**src/rtl/seq_matmul_mac.sv**
```systemverilog
// seq_matmul_mac: sequential integer matrix multiplier Z = A*B or Z = C + A*B.
// A is MxK, B is KxN. Operands are read by index from external combinational
// memories. One multiply-accumulate is done per cycle. Results are streamed
// out one element at a time over a strobe/ack handshake, with saturation.
//
// state  | meaning
// -------+---------------------------------------------------------------
// IDLE   | waiting for start; indices, acc and ovf cleared when start comes
// MAC    | one product a_in*b_in per cycle, k = 0..K-1
// OUT    | z_out/z_stb presented and held until z_ack
// DONE   | single-cycle done pulse, then back to IDLE
module seq_matmul_mac #(
    parameter int M      = 4,
    parameter int K      = 4,
    parameter int N      = 4,
    parameter int DATA_W = 16,
    parameter int ACC_W  = 40,
    parameter int OUT_W  = 32,
    parameter int SIGNED = 1,
    localparam int AW_M  = (M > 1) ? $clog2(M) : 1,
    localparam int AW_K  = (K > 1) ? $clog2(K) : 1,
    localparam int AW_N  = (N > 1) ? $clog2(N) : 1
) (
    input  logic              clk,
    input  logic              rst,
    input  logic              start,
    input  logic              acc_mode,
    input  logic              abort,
    input  logic [DATA_W-1:0] a_in,
    input  logic [DATA_W-1:0] b_in,
    input  logic [OUT_W-1:0]  c_in,
    input  logic              z_ack,
    output logic [AW_M-1:0]   a_i,
    output logic [AW_K-1:0]   a_j,
    output logic [AW_K-1:0]   b_i,
    output logic [AW_N-1:0]   b_j,
    output logic [AW_M-1:0]   z_i,
    output logic [AW_N-1:0]   z_j,
    output logic [OUT_W-1:0]  z_out,
    output logic              z_stb,
    output logic              busy,
    output logic              done,
    output logic              ovf
);

    if (ACC_W < 2*DATA_W + $clog2(K) + 1) begin : g_acc_too_narrow
        $error("seq_matmul_mac: ACC_W too narrow for DATA_W and K");
    end
    if (OUT_W > ACC_W) begin : g_out_too_wide
        $error("seq_matmul_mac: OUT_W must not exceed ACC_W");
    end

    localparam bit SGN = (SIGNED != 0);
    localparam logic [AW_M-1:0] M_LAST = AW_M'(M - 1);
    localparam logic [AW_K-1:0] K_LAST = AW_K'(K - 1);
    localparam logic [AW_N-1:0] N_LAST = AW_N'(N - 1);
    localparam logic [OUT_W-1:0] S_MAX = {1'b0, {(OUT_W-1){1'b1}}};
    localparam logic [OUT_W-1:0] S_MIN = {1'b1, {(OUT_W-1){1'b0}}};

    typedef enum logic [1:0] {S_IDLE, S_MAC, S_OUT, S_DONE} state_t;

    state_t state, state_nxt;

    logic [AW_M-1:0]     i;
    logic [AW_K-1:0]     k;
    logic [AW_N-1:0]     j;
    logic [ACC_W-1:0]    acc;
    logic                acc_mode_q;

    logic [2*DATA_W-1:0] a_ext, b_ext, prod;
    logic [ACC_W-1:0]    prod_ext, c_ext, acc_base, acc_nxt;
    logic [ACC_W-1:0]    hi_bits;
    logic                sat_hit;
    logic [OUT_W-1:0]    sat_val;
    logic                last_elem;

    assign a_i = i;
    assign a_j = k;
    assign b_i = k;
    assign b_j = j;
    assign z_i = i;
    assign z_j = j;

    assign last_elem = (i == M_LAST) && (j == N_LAST);

    // Operand extension, product and the next accumulator value.
    // Extending both operands to 2*DATA_W makes the low half of the product
    // correct for either signedness.
    always_comb begin
        a_ext    = {{DATA_W{SGN & a_in[DATA_W-1]}}, a_in};
        b_ext    = {{DATA_W{SGN & b_in[DATA_W-1]}}, b_in};
        prod     = a_ext * b_ext;
        prod_ext = {{(ACC_W-2*DATA_W){SGN & prod[2*DATA_W-1]}}, prod};
        c_ext    = SGN ? ACC_W'($signed(c_in)) : ACC_W'(c_in);
        acc_base = (k == '0) ? (acc_mode_q ? c_ext : '0) : acc;
        acc_nxt  = acc_base + prod_ext;
    end

    // Saturate the freshly completed sum down to OUT_W.
    always_comb begin
        sat_hit = 1'b0;
        sat_val = acc_nxt[OUT_W-1:0];
        hi_bits = '0;
        if (SGN) begin
            hi_bits = $signed(acc_nxt) >>> (OUT_W - 1);
            if (!((hi_bits == '0) || (hi_bits == '1))) begin
                sat_hit = 1'b1;
                sat_val = acc_nxt[ACC_W-1] ? S_MIN : S_MAX;
            end
        end else begin
            hi_bits = acc_nxt >> OUT_W;
            if (hi_bits != '0) begin
                sat_hit = 1'b1;
                sat_val = '1;
            end
        end
    end

    // State register.
    always_ff @(posedge clk or posedge rst) begin
        if (rst) state <= S_IDLE;
        else     state <= state_nxt;
    end

    // Next-state logic; abort wins over z_ack.
    always_comb begin
        state_nxt = state;
        case (state)
            S_IDLE: if (start) state_nxt = S_MAC;
            S_MAC: begin
                if (abort)               state_nxt = S_IDLE;
                else if (k == K_LAST)    state_nxt = S_OUT;
            end
            S_OUT: begin
                if (abort)               state_nxt = S_IDLE;
                else if (z_ack)          state_nxt = last_elem ? S_DONE : S_MAC;
            end
            S_DONE:                      state_nxt = S_IDLE;
            default:                     state_nxt = S_IDLE;
        endcase
    end

    // Moore outputs decoded from state.
    always_comb begin
        busy  = (state != S_IDLE);
        z_stb = (state == S_OUT);
        done  = (state == S_DONE);
    end

    // Indices, accumulator, held result and sticky overflow.
    always_ff @(posedge clk or posedge rst) begin
        if (rst) begin
            i          <= '0;
            j          <= '0;
            k          <= '0;
            acc        <= '0;
            acc_mode_q <= 1'b0;
            z_out      <= '0;
            ovf        <= 1'b0;
        end else begin
            case (state)
                S_IDLE: begin
                    if (start) begin
                        i          <= '0;
                        j          <= '0;
                        k          <= '0;
                        acc        <= '0;
                        ovf        <= 1'b0;
                        acc_mode_q <= acc_mode;
                    end
                end
                S_MAC: begin
                    if (abort) begin
                        i <= '0;
                        j <= '0;
                        k <= '0;
                    end else begin
                        acc <= acc_nxt;
                        if (k == K_LAST) begin
                            k     <= '0;
                            z_out <= sat_val;
                            if (sat_hit) ovf <= 1'b1;
                        end else begin
                            k <= k + 1'b1;
                        end
                    end
                end
                S_OUT: begin
                    if (abort) begin
                        i <= '0;
                        j <= '0;
                        k <= '0;
                    end else if (z_ack) begin
                        if (j == N_LAST) begin
                            j <= '0;
                            i <= (i == M_LAST) ? '0 : i + 1'b1;
                        end else begin
                            j <= j + 1'b1;
                        end
                    end
                end
                default: ;
            endcase
        end
    end

endmodule

```
**config.mk**
```make
export PLATFORM = sky130hd
export DESIGN_NAME = seq_matmul_mac
export DESIGN_NICKNAME = d
export VERILOG_FILES = /design/src/rtl/seq_matmul_mac.sv
export SDC_FILE = /design/constraint.sdc
export NUM_CORES = 1
export LEC_CHECK = 0
export ABC_AREA = 1
export CAP_MARGIN = 0
export CORE_MARGIN = 2
export CORE_UTILIZATION = 49
export DETAILED_ROUTE_END_ITERATION = 8
export PLACE_DENSITY = 0.75
export SLEW_MARGIN = 20
export SYNTH_ARGS = -nofsm -noshare
export SYNTH_HDL_FRONTEND = slang
export SYNTH_SLANG_ARGS = --single-unit
```
**constraint.sdc**
```tcl
create_clock -name clk -period 5.2 [get_ports clk]
set_input_delay 1.04 -clock clk [delete_from_list [all_inputs] [get_ports clk]]
set_output_delay 1.04 -clock clk [all_outputs]
set_load 0.05 [all_outputs]
```
==> impl_metrics.csv <==
group,metric,value,unit
critical_path,path_class,"in2reg",
sta,hold_viol_final,0,
clock_tree,insertion_delay,350,ps
synthesis,synth_adder_area_share,0.3907,
outcome,status,"complete, but fails checks",
sta,holdWs,507.2,ps
placement,gp_congestion,0.9770,
clock_tree,cts_root_buf,"clkbuf_16",
floorplan,ioPinCount,118,
floorplan,initial_core_util,0.4951,
synthesis,netlist_area,0.01748,mm2
min_path,min_path_cells,2,
placement,portBuffers,117,
floorplan,die_y,192.9,um
critical_path,critPathLaunchType,"primary input",
finish,area_growth,53.45,%
synthesis,yosysTopAreaCellShare,0.3012,
global_route,grt_pass1_wl,94000,um
critical_path,startpoint,"b_in[5]",
critical_path,reg2reg_depth,24,
critical_path,critical_path.max_stage_delay,570,ps
detailed_routing,wl_per_cell,20.15,um
finish,fin_nets,3427,
floorplan,die_area,0.03720,mm2
synthesis,synth_area_leader_cell,"fa_1",
clock_tree,path_clk_slew,60,ps
sta,period_needed,8464,ps
detailed_routing,drtIter0Drc,1760,
floorplan,die_width,192.9,um
floorplan,core-area,0.03531,mm2
detailed_routing,drc_errors,1,
sta,clock.fmax,118.1,MHz
critical_path,crit_arrival,8730,ps
synthesis,synth_seq_area_share,0.1174,
critical_path,reg2reg_from,"a_j[1]$_DFFE_PP0P_",
critical_path,critPathBufInv,13,
critical_path,cp_common_cell,"fa_1",
critical_path,end_kind,"flip-flop",
sta,worst_pin_slew,1348,ps
min_path,worstHoldEndpoint,"z_out[31]$_DFFE_PP0P_",
synthesis,synth_area_per_cell,7.117,um2
sta,period_share,1.628,
synthesis,ys_types,42,
clock_tree,htree_levels,3,
detailed_routing,detail-route-antenna-nets,0,
min_path,hold_class,"reg2reg",
detailed_routing,vias,19210,
sta,slew_headroom,0.09187,
finish,antenna_cells,0,
synthesis,muxShareOfSynthArea,0.0006442,
placement,place_area,0.02222,mm2
global_route,grt-ovfl-total,0,
clock_tree,cts_buffers,9,
clock_tree,clkSinkCount,82,
synthesis,synth-seq-cells,82,
min_path,worstHoldStart,"z_out[31]$_DFFE_PP0P_",
synthesis,synthSimpleGateAreaFrac,0.2300,
synthesis,synth_compound_area_frac,0.07337,
synthesis,synth_cells,2456,
placement,place.detailed.hpwl,43460,um
sta,maxSlewViolCount,0,
critical_path,r2r-end,"z_out[5]$_DFFE_PP0P_",
finish,layout-drive-gt1-share,0.3907,
synthesis,synth_top_family_by_area,"adder cells",
synthesis,synth-xor-area-share,0.02856,
global_route,grt_pass1_vias,18775,
critical_path,path_max_fanout,8,
synthesis,yosys_warnings,0,
clock_tree,clk_path_buf_depth,2,
outcome,violations,"design-rule violations, negative setup slack",
critical_path,worst_ep_required_time,5470,ps
detailed_routing,avgViaCountPerCell,5.592,
finish,post-route-util,0.7597,
clock_tree,cts_tree,"built",
sta,finalSetupViolCount,68,
detailed_routing,wl,69220,um
global_route,grt_max_degree,57,
critical_path,cp.depth,42,
critical_path,cp_top_family,"adder cells",
finish,fin_area,0.02682,mm2
synthesis,synth_top_cells_by_area,"fa_1, nand2_1, inv_1, dfrtp_1, ha_1",
floorplan,num_rows,69,
sta,setup_ws,-3264,ps
synthesis,syn-num-nets,2914,
sta,worst_clock_skew,11.28,ps
sta,rsz0062_at_grt,"true",
critical_path,reg2reg_slack,420,ps
global_route,grt_use_total,0.3247,
critical_path,cp_slowest_cell,"fa_1",
global_route,grt_antenna_before_repair,0,
flow_run,cap_violations,0,
detailed_routing,firstDrtPassIters,9,
==> cells by family (layout without fill, tap and decap cells) <==
family,Yosys count,in the layout
mux,1,1
flops,82,82
buf+inv,721,1238
fa+ha+maj,388,388
xor+xnor,57,57
simple gates,983,984
compound gates,224,224
==> timing repair <==
item                                    4_1_cts  5_1_grt
pin swaps                                   231      241
hold buffers                                  0        0
buffers inserted                            102       56
cloned                                       11        3
endpoints found under the setup margin       68       68
resized for setup                           508      422
==> layer usage <==
| layer | global-route usage | part of all wire | up-vias |
|---|---|---|---|
| li1 | - | - | 8273 |
| met1 | 0.3902 | 0.35 | 9262 |
| met2 | 0.5638 | 0.48 | 1192 |
| met3 | 0.05237 | 0.089 | 483 |
| met4 | 0.1612 | 0.085 | 0 |
| met5 | 0 | 0 | - |
==> cells in the final DEF, fill, tap and decap left out, types with 19 or more instances in the layout <==
cell / synthesis / final
nor2_4: 0 / 32
nand3_2: 6 / 39
clkdlybuf4s50_1: 0 / 86
a21oi_1: 84 / 22
nor2_1: 146 / 92
o21ai_0: 83 / 45
nand2_4: 1 / 51
fa_1: 263 / 238
inv_1: 623 / 533
a21oi_2: 20 / 62
o21ai_1: 0 / 29
ha_1: 125 / 69
a21oi_4: 1 / 21
nand3_4: 0 / 19
buf_4: 9 / 340
buf_12: 0 / 26
nand2_2: 8 / 136
ha_4: 0 / 51
buf_6: 6 / 106
nor2_2: 2 / 24
dfrtp_1: 82 / 82
fa_2: 0 / 25
nand2_1: 669 / 488
nand3_1: 110 / 58
inv_2: 2 / 87
==> registers in the layout (all words and copies together) (netlist names) <==
name	cells
z_out	32
acc	40
a_i	2
a_j	2
state	2
acc_mode_q	1
ovf	1
b_j	2
==> cells in the mapped netlist, drive strengths merged <==
master,n
nand2,678
inv,625
fa,263
nor2,148
ha,125
nand3,116
a21oi,105
o21ai,83
dfrtp,82
clkbuf,73
xor2,35
buf,22
xnor2,22
nand4,17
nor3,10
o22ai,10
o21bai,7
a31oi,5
nand3b,5
or2,5
a21o,4
nor4,3
o31ai,3
a21boi,2
o21a,2
a211oi,1
clkinv,1
mux2,1
nor3b,1
o211a,1
o221ai,1
==> how the worst max path moves through the flow <==
stage                                 end
global route        z_out[20]$_DFFE_PP0P_
CTS                  z_out[8]$_DFFE_PP0P_
finish               z_out[5]$_DFFE_PP0P_
floorplan            z_out[0]$_DFFE_PP0P_
detailed placement  z_out[15]$_DFFE_PP0P_
global placement    z_out[13]$_DFFE_PP0P_
==> per-stage QoR <==
stage | setup TNS, ps | worst slack, ps | std cells
2_1_floorplan | -132350 | -2553 | 2456
3_3_place_gp | -229030 | -3967 | 3278
3_5_place_dp | -233680 | -4042 | 3278
4_1_cts | -161710 | -2989 | 3401
5_1_grt | -193730 | -3447 | 3435
6_report | -181030 | -3264 | 3435
==> worst register-to-register path, cell delays in order (launching register included) <==
cell and delay [ps]:
dfrtp_1 450, inv_1 110, ha_2 680, buf_4 420
nand3_1 110, o21ai_0 510, ha_4 380, nand2_2 100
nand2_1 60, nand2_1 80, nand2_2 90, a21oi_2 150
nand2_2 120, nand2_1 120, buf_4 120, nand4_1 150
nand2_1 140, nand2_1 70, nor2_2 110, nand2_2 80
buf_6 130, nand2_8 110, buf_12 170, nand3_4 80
a21oi_2 150
==> layout make-up <==
cell class / instances / area, um2
multi-input cells: 1654 / 15910
fillers: 2087 / 8486
repair buffers: 596 / 5649
flip-flops and latches: 82 / 2052
clock buffers: 10 / 229.0
well taps: 461 / 576.8
clock inverters: 6 / 42.54
inverters: 626 / 2362
Power is not shown: default switching activity piles up to over one toggle a cycle in this logic, so the estimate is an artifact.
